--- config.mk ---
export PLATFORM = sky130hd
export DESIGN_NAME = bitplane_accumulator
export DESIGN_NICKNAME = d
export VERILOG_FILES = /design/src/rtl/bitplane_accumulator.sv
export SDC_FILE = /design/constraint.sdc
export NUM_CORES = 1
export LEC_CHECK = 0
export CORE_MARGIN = 2
export CORE_UTILIZATION = 45
export CTS_CLUSTER_DIAMETER = 200
export DETAILED_ROUTE_END_ITERATION = 8
export PLACE_DENSITY_LB_ADDON = 0.05
export SLEW_MARGIN = 25
export SYNTH_ARGS = -nofsm -noshare
export SYNTH_HDL_FRONTEND = slang
export SYNTH_SLANG_ARGS = --single-unit
--- constraint.sdc ---
create_clock -name clk -period 3.67 [get_ports clk]
set_input_delay 0.367 -clock clk [delete_from_list [all_inputs] [get_ports clk]]
set_output_delay 0.367 -clock clk [all_outputs]
set_load 0.02 [all_outputs]
--- src/rtl/bitplane_accumulator.sv ---
// MSB-first shift-accumulator of signed per-plane partial sums: one plane per cycle, result 1 cycle after the last
// plane in a 1-deep output buffer (in_ready = !out_valid || out_ready). BPACC_SAT_EN: clamp rather than wrap when OUT_W < ACC_W.
module bitplane_accumulator #(
  parameter int M = 16,
  parameter int N = 8,
  parameter int OUT_W = $clog2(M) + 2 + N,
  localparam int PS_W = $clog2(M) + 2,
  localparam int ACC_W = PS_W + N
) (
  input  logic                    clk,
  input  logic                    rst_n,
  input  logic                    in_valid,
  output logic                    in_ready,
  input  logic signed [PS_W-1:0]  in_ps,
  input  logic                    in_first,
  input  logic                    in_last,
  output logic                    out_valid,
  input  logic                    out_ready,
  output logic signed [OUT_W-1:0] out_acc,
  output logic                    err
);

  // Counter saturates at N+1 so an overlong run can never wrap back to N.
  localparam int CNT_W = $clog2(N + 2);
  localparam logic [CNT_W-1:0] CNT_N   = CNT_W'(N);
  localparam logic [CNT_W-1:0] CNT_MAX = CNT_W'(N + 1);

  typedef enum logic {S_IDLE, S_ACC} state_t;

  state_t                  state_q, state_d;
  logic signed [ACC_W-1:0] acc_q, acc_d;
  logic signed [ACC_W-1:0] ps_ext;
  logic [CNT_W-1:0]        cnt_q, cnt_d;
  logic                    out_valid_q, out_valid_d;
  logic signed [OUT_W-1:0] out_acc_q, out_acc_d;
  logic signed [OUT_W-1:0] acc_red;
  logic                    err_q, err_d;
  logic                    accept;
  logic                    done;

  assign in_ready = !out_valid_q || out_ready;
  assign accept   = in_valid && in_ready;
  assign ps_ext   = {{N{in_ps[PS_W-1]}}, in_ps};

  always_comb begin
    state_d = state_q;
    acc_d   = acc_q;
    cnt_d   = cnt_q;
    err_d   = err_q;
    done    = 1'b0;
    if (accept) begin
      if (in_first) begin
        if (state_q == S_ACC) err_d = 1'b1;
        acc_d   = ps_ext;
        cnt_d   = CNT_W'(1);
        state_d = S_ACC;
      end else if (state_q == S_IDLE) begin
        err_d = 1'b1;
      end else begin
        acc_d = (acc_q <<< 1) + ps_ext;
        cnt_d = (cnt_q == CNT_MAX) ? cnt_q : cnt_q + 1'b1;
      end
      // Plane-count checks apply only to beats that belong to a live accumulation.
      if (in_first || state_q == S_ACC) begin
        if (in_last) begin
          done    = 1'b1;
          state_d = S_IDLE;
          if (cnt_d != CNT_N) err_d = 1'b1;
        end else if (cnt_d > CNT_N) begin
          err_d = 1'b1;
        end
      end
    end
  end

  generate
    if (OUT_W < ACC_W) begin : g_narrow
`ifdef BPACC_SAT_EN
      localparam logic signed [ACC_W-1:0] SAT_MAX = {{(ACC_W-OUT_W+1){1'b0}}, {(OUT_W-1){1'b1}}};
      localparam logic signed [ACC_W-1:0] SAT_MIN = {{(ACC_W-OUT_W+1){1'b1}}, {(OUT_W-1){1'b0}}};
      always_comb begin
        if (acc_d > SAT_MAX)      acc_red = SAT_MAX[OUT_W-1:0];
        else if (acc_d < SAT_MIN) acc_red = SAT_MIN[OUT_W-1:0];
        else                      acc_red = acc_d[OUT_W-1:0];
      end
`else
      assign acc_red = acc_d[OUT_W-1:0];
`endif
    end else begin : g_wide
      assign acc_red = OUT_W'(acc_d);
    end
  endgenerate

  // A new completion takes priority over draining, which keeps back-to-back results bubble-free.
  always_comb begin
    out_valid_d = out_valid_q;
    out_acc_d   = out_acc_q;
    if (done) begin
      out_valid_d = 1'b1;
      out_acc_d   = acc_red;
    end else if (out_ready) begin
      out_valid_d = 1'b0;
    end
  end

  always_ff @(posedge clk) begin
    if (!rst_n) begin
      state_q     <= S_IDLE;
      acc_q       <= '0;
      cnt_q       <= '0;
      out_valid_q <= 1'b0;
      out_acc_q   <= '0;
      err_q       <= 1'b0;
    end else begin
      state_q     <= state_d;
      acc_q       <= acc_d;
      cnt_q       <= cnt_d;
      out_valid_q <= out_valid_d;
      out_acc_q   <= out_acc_d;
      err_q       <= err_d;
    end
  end

  assign out_valid = out_valid_q;
  assign out_acc   = out_acc_q;
  assign err       = err_q;

endmodule
After elaboration in Yosys (flattened, before gate mapping)
Cells that the tools add are included.
{"block": "op_classes", "add_sub_neg": 2, "n_mul": 0, "div": 0, "magnitude_cmp": 1, "eq_ne": 2, "n_shift": 0, "mux": 22, "bitwise": 0, "reduce_logical": 5}
{"operator": "$mux W14", "count": 3}
{"operator": "$mux W4", "count": 4}
{"operator": "$mux W1", "count": 15}
{"operator": "$add A14 B6 Y14", "count": 1}
{"operator": "$add A4 B1 Y4 const B", "count": 1}
{"operator": "$eq A4 B4 Y1 const B", "count": 1}
{"operator": "$gt A4 B4 Y1 const B", "count": 1}
{"operator": "$ne A4 B4 Y1 const B", "count": 1}
{"operator": "$logic_or A1 B1 Y1", "count": 2}
{"operator": "$reduce_bool A2 Y1", "count": 1}
{"operator": "$logic_and A1 B1 Y1", "count": 1}
{"operator": "$logic_not A1 Y1", "count": 1}
{"block": "word_totals", "regBits": 35, "latch_bits": 0, "mem_bits_rw": 0, "rom_bits": 0, "in_bits": 12, "word_cells": 38, "memories": 0}

Longest topological paths before layout
Gate-level depths: netlist of the first run.
{"block": "depth", "word_depth": 9, "depth_mapped": 9, "ltp_nobuf": 8}

Worst setup path before layout of the first run
No wires, ideal clock.
{"block": "synth_path", "path_kind": "input to register", "from": "in in_ps[1]", "to": "reg acc_q[11]", "setup_ns": 0.071, "arrival_ns": 1.959, "path_slack_ns": 1.640, "stages": 8, "path_buffers": 0, "path_cell_list": "ha_1 -> fa_1 -> a211oi_1 -> o211ai_1 -> nand2_1 -> mux2i_1 -> a21oi_1 -> a21oi_1"}
{"block": "synth_via", "elab_chain_cells": 4}
{"item": "start: declaration", "line_no": "14", "text": "input logic signed [PS_W-1:0] in_ps,"}
{"item": "$add A14 B6 Y14", "line_no": "60", "text": "acc_d = (acc_q <<< 1) + ps_ext;"}
{"item": "$mux W14", "line_no": "57", "text": "end else if (state_q == S_IDLE) begin"}
{"item": "$mux W14", "line_no": "52", "text": "if (in_first) begin"}
{"item": "$mux W14", "line_no": "51", "text": "if (accept) begin"}
{"item": "end signal: assignment", "line_no": "109", "text": "acc_q <= '0;"}
{"item": "end signal: assignment", "line_no": "116", "text": "acc_q <= acc_d;"}
{"item": "end: declaration", "line_no": "31", "text": "logic signed [ACC_W-1:0] acc_q, acc_d;"}
No other way between the ends.
A chain may end at the register's enable or synchronous reset.

Final worst setup path of the first run
{"block": "layout_path", "from": "in in_ps[5]", "to": "reg acc_q[12]"}
{"block": "layout_via", "elab_chain_cells": 4}
{"item": "$add A14 B6 Y14", "line_no": "60"}
{"item": "$mux W14", "line_no": "57"}
{"item": "$mux W14 *", "line_no": "52"}
{"item": "$mux W14 *", "line_no": "51"}
Mark *: on every way between the ends. The rest lies on a longest branch, timed or not.

==> parameters.txt, run 1 <==
Parameter                              Value

Status
  Result of the run    complete, no violations

Worst setup path
  Endpoint of the worst-slack reg-to-reg timing path    acc_q[11]
  Worst path slowest cell    clkdlybuf4s50_1
  Most numerous cell on the critical path    a21o_1
  Cells traversed along the worst timing path    clkdlybuf4s50_1, ha_1, a21o_1, a221o_1, a21o_1, or3_1, o2111ai_1, a21oi_1
  Critical path type    primary input to register
  Crit-path max FO    13
  Top Family by Delay on Critical Path    compound AO/OA/AOI/OAI gates
  Required time worst endpoint    approximately 3800 ps
  Kind of launch point of the worst setup path    primary input
  Number of cells on the worst reg-to-reg path    8
  Crit path depth    8
  Reg2reg start    acc_q[0]
  Slowest stage delay, CP    around 810 ps
  Kind of capture point of the worst setup path    register
  Internal reg-to-reg setup slack    between 1000 and 1500 ps
  Worst EP arrival    approximately 2800 ps
  Buffers plus inverters on the worst setup path    1

Clock network
  Number of gates resized after CTS    0
  CTS clock-pin slew for the worst setup and hold paths    around 70 ps
  Hold-fix buffers at CTS    0
  Clock tree buffer depth    2
  Number of buffers added by the clock tree synthesis step    5
  Clock latency of the later-clocked register in the worst-skew pair    between 200 and 300 ps
  Clock tree from TritonCTS    yes
  Buffers inserted by post-CTS timing repair    0
  Root Buffer    clkbuf_8
  Clock sink count    35
  Total number of H-tree levels    2

Floorplan
  Area of the core region    about 4400 µm²
  Die boundary height    just over 70 µm
  Overall die area    5170 µm²
  Die boundary width    roughly 70 µm
  Count of standard-cell rows    24
  IO Pins    29
  Initial cell density of the core    47.3%

Worst hold path
  Type of the tightest min-delay check    register to register
  Worst min-delay path endpoint    out_acc[4]
  Startpoint of the tightest hold check path    out_acc[4]
  Worst hold path depth    2

Power and ir drop
  Pwr per Cell Area    ~380 nW/µm²
  VDD IR max    ~0.00029 V
  Static leakage    0.985 nW

Logic synthesis
  Library cell with the highest instance count after synthesis    a21oi_1
  Top area cells in the synthesized netlist    dfxtp_1 (34%), a21oi_1 (10%), ha_1 (8.4%), o21ai_0 (5.1%), nand2_1 (4.7%)
  Number of warning messages in the yosys log    0
  Cell type with the largest total area after synthesis    dfxtp_1
  Number of distinct library cells after synthesis    about 50
  Area share of the largest cell type after synthesis    between 30% and 40%
  Fraction of synthesis flops using an asynchronous set or reset pin    0%
  Post-synthesis sequential area ratio    33.8%
  Post-Syn Nets    between 200 and 300
  Post-Syn Instances    260
  Most frequent cells after synthesis    a21oi_1 (42), dfxtp_1 (35), nand2_1 (26)
  Count of flip-flops with a built-in enable after synthesis    0
  Post-synthesis area per instance    7.97 µm²
  Netlist area before placement    just over 2000 µm²
  Total of flip-flops plus latches after synthesis    35
  Most instantiated flip-flop cell in the synthesis netlist    dfxtp_1

Placed design
  Port buffer count    28
  Placer Congestion    ~0.87
  Half-perimeter wire length after detailed placement    roughly 4000 µm

Final layout
  Fraction of final layout cells sized beyond drive strength 1    ~5.9%
  NumNets Final    about 310
  Final Util    a little under three fifths
  Area added between synthesis and finish    19.9%
  Antenna cells    0

Global routing
  Overall overflow remaining after global route    0
  Vias in the first global route    1855
  Overall global routing resource usage    a little over a fifth
  Antenna violations before repair    0
  Maximum number of pins on one net before global-route repair    22
  First-pass GRT wire length    approximately 9000 µm

Job
  # Max-Cap Violations    0

Routing
  Remaining design rule violation count    0
  Average wire per cell in the routed design    approximately 16 µm
  Final antenna-violating net count    0
  First drt pass iteration count    4
  Final routed wirelength across all metal layers    5430 µm
  Detailed Route Iter0 Violations    approximately 120
  Post-DR vias/cell    6.01
  Total number of vias    2032

STA
  Setup repair after global routing missed its margin    false
  Final Hold Violating Endpoints    0
  Fin crit share    roughly 73%
  Final critical-path required period    around 2700 ps
  Maximum clock frequency    0.371 GHz
  Final count of negative-setup-slack endpoints    0
  Final total negative setup slack    0 ps
  Actual transition at the worst max-transition pin    between 700 and 800 ps
  Number of pins with negative max-slew slack in the final report    0
  Post-route worst hold slack    approximately 450 ps
  Final worst clock skew    about 9.7 ps
  Worst-case headroom to the max-slew limit    about half
[layout make-up]
| type | instances | area (µm²) |
|---|---|---|
| Clock buffer | 8 | 100 |
| Fill cell | 441 | 1900 |
| Inverter | 7 | 26.3 |
| Multi-Input combinational cell | 204 | 1280 |
| Sequential cell | 35 | 701 |
| Tap cell | 52 | 65.1 |
| Timing Repair Buffer | 32 | 310 |
[per-layer routing]
metal	up-vias	track usage (%)	wire (µm)
met1	948	31.3	2640
met2	63	34.4	2390
li1	1013	-	-
met4	0	5.45	68
met3	8	3.94	332
met5	-	0	0
[how the worst max path moves through the flow]
stage          startpoint  slack, ps   endpoint
4_1_cts          in_ps[5]       1000  acc_q[12]
3_5_place_dp     in_ps[5]        710  acc_q[12]
5_1_grt          in_ps[5]        840  acc_q[12]
3_3_place_gp     in_ps[5]        760  acc_q[12]
2_1_floorplan    in_ps[1]       1640  acc_q[11]
6_report         in_ps[5]        980  acc_q[12]
[cells in the final DEF, fill, tap and decap left out, types with 6 or more instances in the layout]
| cell type | n |
|---|---|
| a21oi_1 | 42 |
| dfxtp_1 | 35 |
| clkdlybuf4s50_1 | 28 |
| nand2_1 | 26 |
| nor2_1 | 21 |
| o21ai_0 | 21 |
| ha_1 | 14 |
| inv_1 | 7 |
| a211oi_1 | 7 |
| clkbuf_8 | 7 |
| a21o_1 | 6 |
[worst reg2reg max path, stage by stage (launching register included)]
cell,delay [ps]
dfxtp_1,320
ha_1,210
fa_1,410
a211oi_1,410
o211ai_1,200
nand2_1,180
mux2i_1,100
a21oi_1,240
a21oi_1,100
[where the power goes]
part           switching (mW)  total [mW]  internal (mW)  leakage (nW)
logic                   0.122       0.206         0.0843         0.647
clock network           0.143       0.314          0.171        0.0515
registers              0.0149       0.416          0.401         0.286
total                   0.279       0.936          0.657         0.985
[stage by stage]
step	total power, mW	setup WS [ps]	area [µm²]	cells
CTS	0.939	996	2480	338
finish	0.936	978	2480	338
global placement	0.627	758	2380	330
global route	0.979	842	2480	338
floorplan	0.558	1640	2070	260
detailed placement	0.627	711	2380	330
[sequential cells by signal, summed over array words and instances, names as in the netlist]
signal	count
out_valid	1
cnt_q	4
err	1
acc_q	14
state_q	1
out_acc	14
[kinds of logic (layout without fill, tap and decap cells)]
logic type      after synthesis  count (layout)  share of synthesized area (%)
buf+inv                      21              47                           4.35
fa+ha+maj                    15              15                           9.41
xor+xnor                      7               7                           2.96
compound gates              103             103                           30.7
flops                        35              35                           33.8
simple gates                 76              76                           17.3
mux                           3               3                           1.51
Note: power is estimated with default switching activity, not from simulation.
==> run 2, diff against run 1 <==
==> constraint.sdc (replaced) <==
create_clock -name clk -period 2.5 [get_ports clk]
set_input_delay 0.25 -clock clk [delete_from_list [all_inputs] [get_ports clk]]
set_output_delay 0.25 -clock clk [all_outputs]
set_load 0.02 [all_outputs]
==> run 2 against run 1 <==
- flip-flop and latch count is the same
- first-iteration DRC count shrank 9.4%
- combinational power grew 66%
- cell count grew 6.8%
- clock power increased by 34%
- critical path type unchanged
- critical endpoint unchanged
- highest routed layer unchanged
==> parameters.txt, run 2 (same netlist as run 1, synthesis figures left out) <==
Parameter                              Value

Final layout
  NumNets Final    336 (+7.7%)
  Fill cell instance count of the final layout    422 (-4.3%)
  Non-filler instance count after layout    361 (+6.8%)
  Area added between synthesis and finish    27.9%
  Most common cell after layout, fill and taps aside    a21oi_1
  Commonest cells after routing, fill and taps aside    a21oi_1 (42), dfxtp_1 (35), clkdlybuf4s50_1 (28), buf_4 (28), nand2_1 (26)
  Layout Cell Area excl Fill    2650 µm² (+6.7%)
  Antenna cells    0 (unchanged)
  Fraction of final layout cells sized beyond drive strength 1    13.3% (+7.3 points)

Routing
  Post-DR vias/cell    5.85 (-2.7%)
  First drt pass iteration count    4 (unchanged)
  Remaining design rule violation count    0 (unchanged)
  Average wire per cell in the routed design    15.6 µm (-2.9%)
  Final antenna-violating net count    0 (unchanged)
  Total number of vias    2112 (+3.9%)
  Final routed wirelength across all metal layers    5630 µm (+3.7%)
  Detailed Route Iter0 Violations    106 (-9.4%)

Global routing
  Overall overflow remaining after global route    0 (unchanged)
  Overall global routing resource usage    23.7% (+1.7 points)
  Maximum number of pins on one net before global-route repair    22 (unchanged)
  Vias in the first global route    2005 (+8.1%)
  First-pass GRT wire length    9560 µm (+6.4%)
  Antenna violations before repair    0 (unchanged)

Clock network
  Clock latency of the later-clocked register in the worst-skew pair    290 ps (about the same)
  Total number of H-tree levels    2 (unchanged)
  Root Buffer    clkbuf_8
  Clock tree from TritonCTS    yes
  Clock sink count    35 (unchanged)
  CTS clock-pin slew for the worst setup and hold paths    70 ps (about the same)
  Hold-fix buffers at CTS    0 (unchanged)
  Clock tree buffer depth    2 (unchanged)
  Number of buffers added by the clock tree synthesis step    5 (unchanged)
  Buffers inserted by post-CTS timing repair    0 (unchanged)
  Number of gates resized after CTS    0 (unchanged)

Worst setup path
  Crit-path max FO    8 (-5)
  Top Family by Delay on Critical Path    compound AO/OA/AOI/OAI gates
  Cells traversed along the worst timing path    clkdlybuf4s50_1, ha_1, and3_1, a221o_1, a21o_1, or3_1, o2111ai_1, a21oi_1
  Slowest stage delay, CP    560 ps (-250 ps)
  Kind of capture point of the worst setup path    register
  Worst path slowest cell    clkdlybuf4s50_1
  Required time worst endpoint    2640 ps (-1170 ps)
  Kind of launch point of the worst setup path    primary input
  Worst EP arrival    2440 ps (-390 ps)
  Buffers plus inverters on the worst setup path    1 (unchanged)
  Critical path type    primary input to register

STA
  Final Hold Violating Endpoints    0 (unchanged)
  Final critical-path required period    2300 ps
  Post-route worst hold slack    456 ps (+1.76 ps)
  Final worst clock skew    4.29 ps (-5.42 ps)
  Maximum clock frequency    about 0.43 GHz
  Actual transition at the worst max-transition pin    778 ps (+37.1 ps)
  Number of pins with negative max-slew slack in the final report    0 (unchanged)
  Fin crit share    between 90 and 100%
  Final count of negative-setup-slack endpoints    0 (unchanged)
  Setup repair after global routing missed its margin    false
  Worst-case headroom to the max-slew limit    48.1% (-2.5 points)

Floorplan
  Overall die area    5170 µm² (unchanged)
  Count of standard-cell rows    24 (unchanged)
  Die boundary width    71.9 µm (unchanged)
  Initial cell density of the core    47.3% (unchanged)
  IO Pins    29 (unchanged)
  Die boundary height    71.9 µm (unchanged)
  Area of the core region    4380 µm² (unchanged)

Power and ir drop
  Total Power Consumption    1.37 mW (+47%)
  Pwr per Cell Area    517 nW/µm² (+37%)
  VDD IR max    0.000313 V (+8.9%)
  Static leakage    1.10 nW (+11%)

Placed design
  Number of cells after detailed placement    354 (+7.3%)
  Standard cell area after detailed placement    2560 µm² (+7.6%)
  Placer Congestion    0.994 (+14%)
  Port buffer count    28 (unchanged)
  Half-perimeter wire length after detailed placement    4230 µm (+8.3%)

Status
  Result of the run    complete, no violations

Worst hold path
  Type of the tightest min-delay check    register to register

Job
  # Max-Cap Violations    0 (unchanged)
## run 2: cell count changes in the layout (fill, tap and decap cells not counted), sizes merged
cell	delta
buf	+24
clkbuf	-2
clkinv	+1
## run 2: layer usage
| layer | track usage (%) | part of all wire [%] | vias up |
|---|---|---|---|
| met5 | 0 | 0 | - |
| met4 | 6.50 | 0.94 | 0 |
| met3 | 4.92 | 4.5 | 6 |
| met2 | 38.3 | 46 | 48 |
| met1 | 32.1 | 48 | 994 |
| li1 | - | - | 1064 |
## run 2: tightest hold or removal path: cells and delay by family, from the launching register on
| kind | cells | cell delay, ps |
|---|---|---|
| compound gates | 1 | 50 |
| flops | 1 | 310 |
| simple gates | 1 | 50 |
## run 2: cell type report
class / instances / area [µm²] / area share, %
Clock buffer: 6 / 82.6 / 3.11
Tap cell: 52 / 65.1 / 2.45
Timing Repair Buffer: 56 / 490 / 18.5
Sequential cell: 35 / 701 / 26.4
Clock inverter: 1 / 5.00 / 0.189
Multi-Input combinational cell: 204 / 1280 / 48.3
Inverter: 7 / 26.3 / 0.991
## run 2: final timing paths
kind / startpoint / end / slack (ps) / cells past startpoint
worst max-delay path: in_ps[5] / acc_q[12] / 200 / 8
worst min-delay path: out_acc[0] / out_acc[0] / 460 / 2
worst max register to register: acc_q[0] / acc_q[11] / 360 / 9
worst min register to register: out_acc[0] / out_acc[0] / 460 / 2
## run 2: report_power, final
part	switching, mW	total (mW)	internal (mW)
registers	0.0222	0.611	0.588
logic	0.186	0.341	0.155
clock network	0.204	0.420	0.216
total	0.412	1.37	0.959
## run 2: through the flow
stage	setup slack, ps	setup TNS (ps)	utilization (%)
5_1_grt	41.9	0	60.5
2_1_floorplan	554	0	-
6_report	196	0	60.5
4_1_cts	212	0	60.5
3_3_place_gp	-39.2	-94.5	58.5
3_5_place_dp	-73.5	-166	58.5
==> run 3, diff against run 2 <==
--- a/config.mk
+++ b/config.mk
@@ -10,7 +10,6 @@
 export CTS_CLUSTER_DIAMETER = 200
 export DETAILED_ROUTE_END_ITERATION = 8
 export PLACE_DENSITY_LB_ADDON = 0.05
-export SLEW_MARGIN = 25
 export SYNTH_ARGS = -nofsm -noshare
 export SYNTH_HDL_FRONTEND = slang
 export SYNTH_SLANG_ARGS = --single-unit
==> constraint.sdc (replaced) <==
create_clock -name clk -period 2.5 [get_ports clk]
set_input_delay 0.25 -clock clk [delete_from_list [all_inputs] [get_ports clk]]
set_output_delay 0.25 -clock clk [all_outputs]
set_load 0.005 [all_outputs]
==> results of run 3 <==
The final DEF is identical to that of run 2. Status: complete, no violations.
Among the figures that moved: total power 1.37 mW -> 1.35 mW
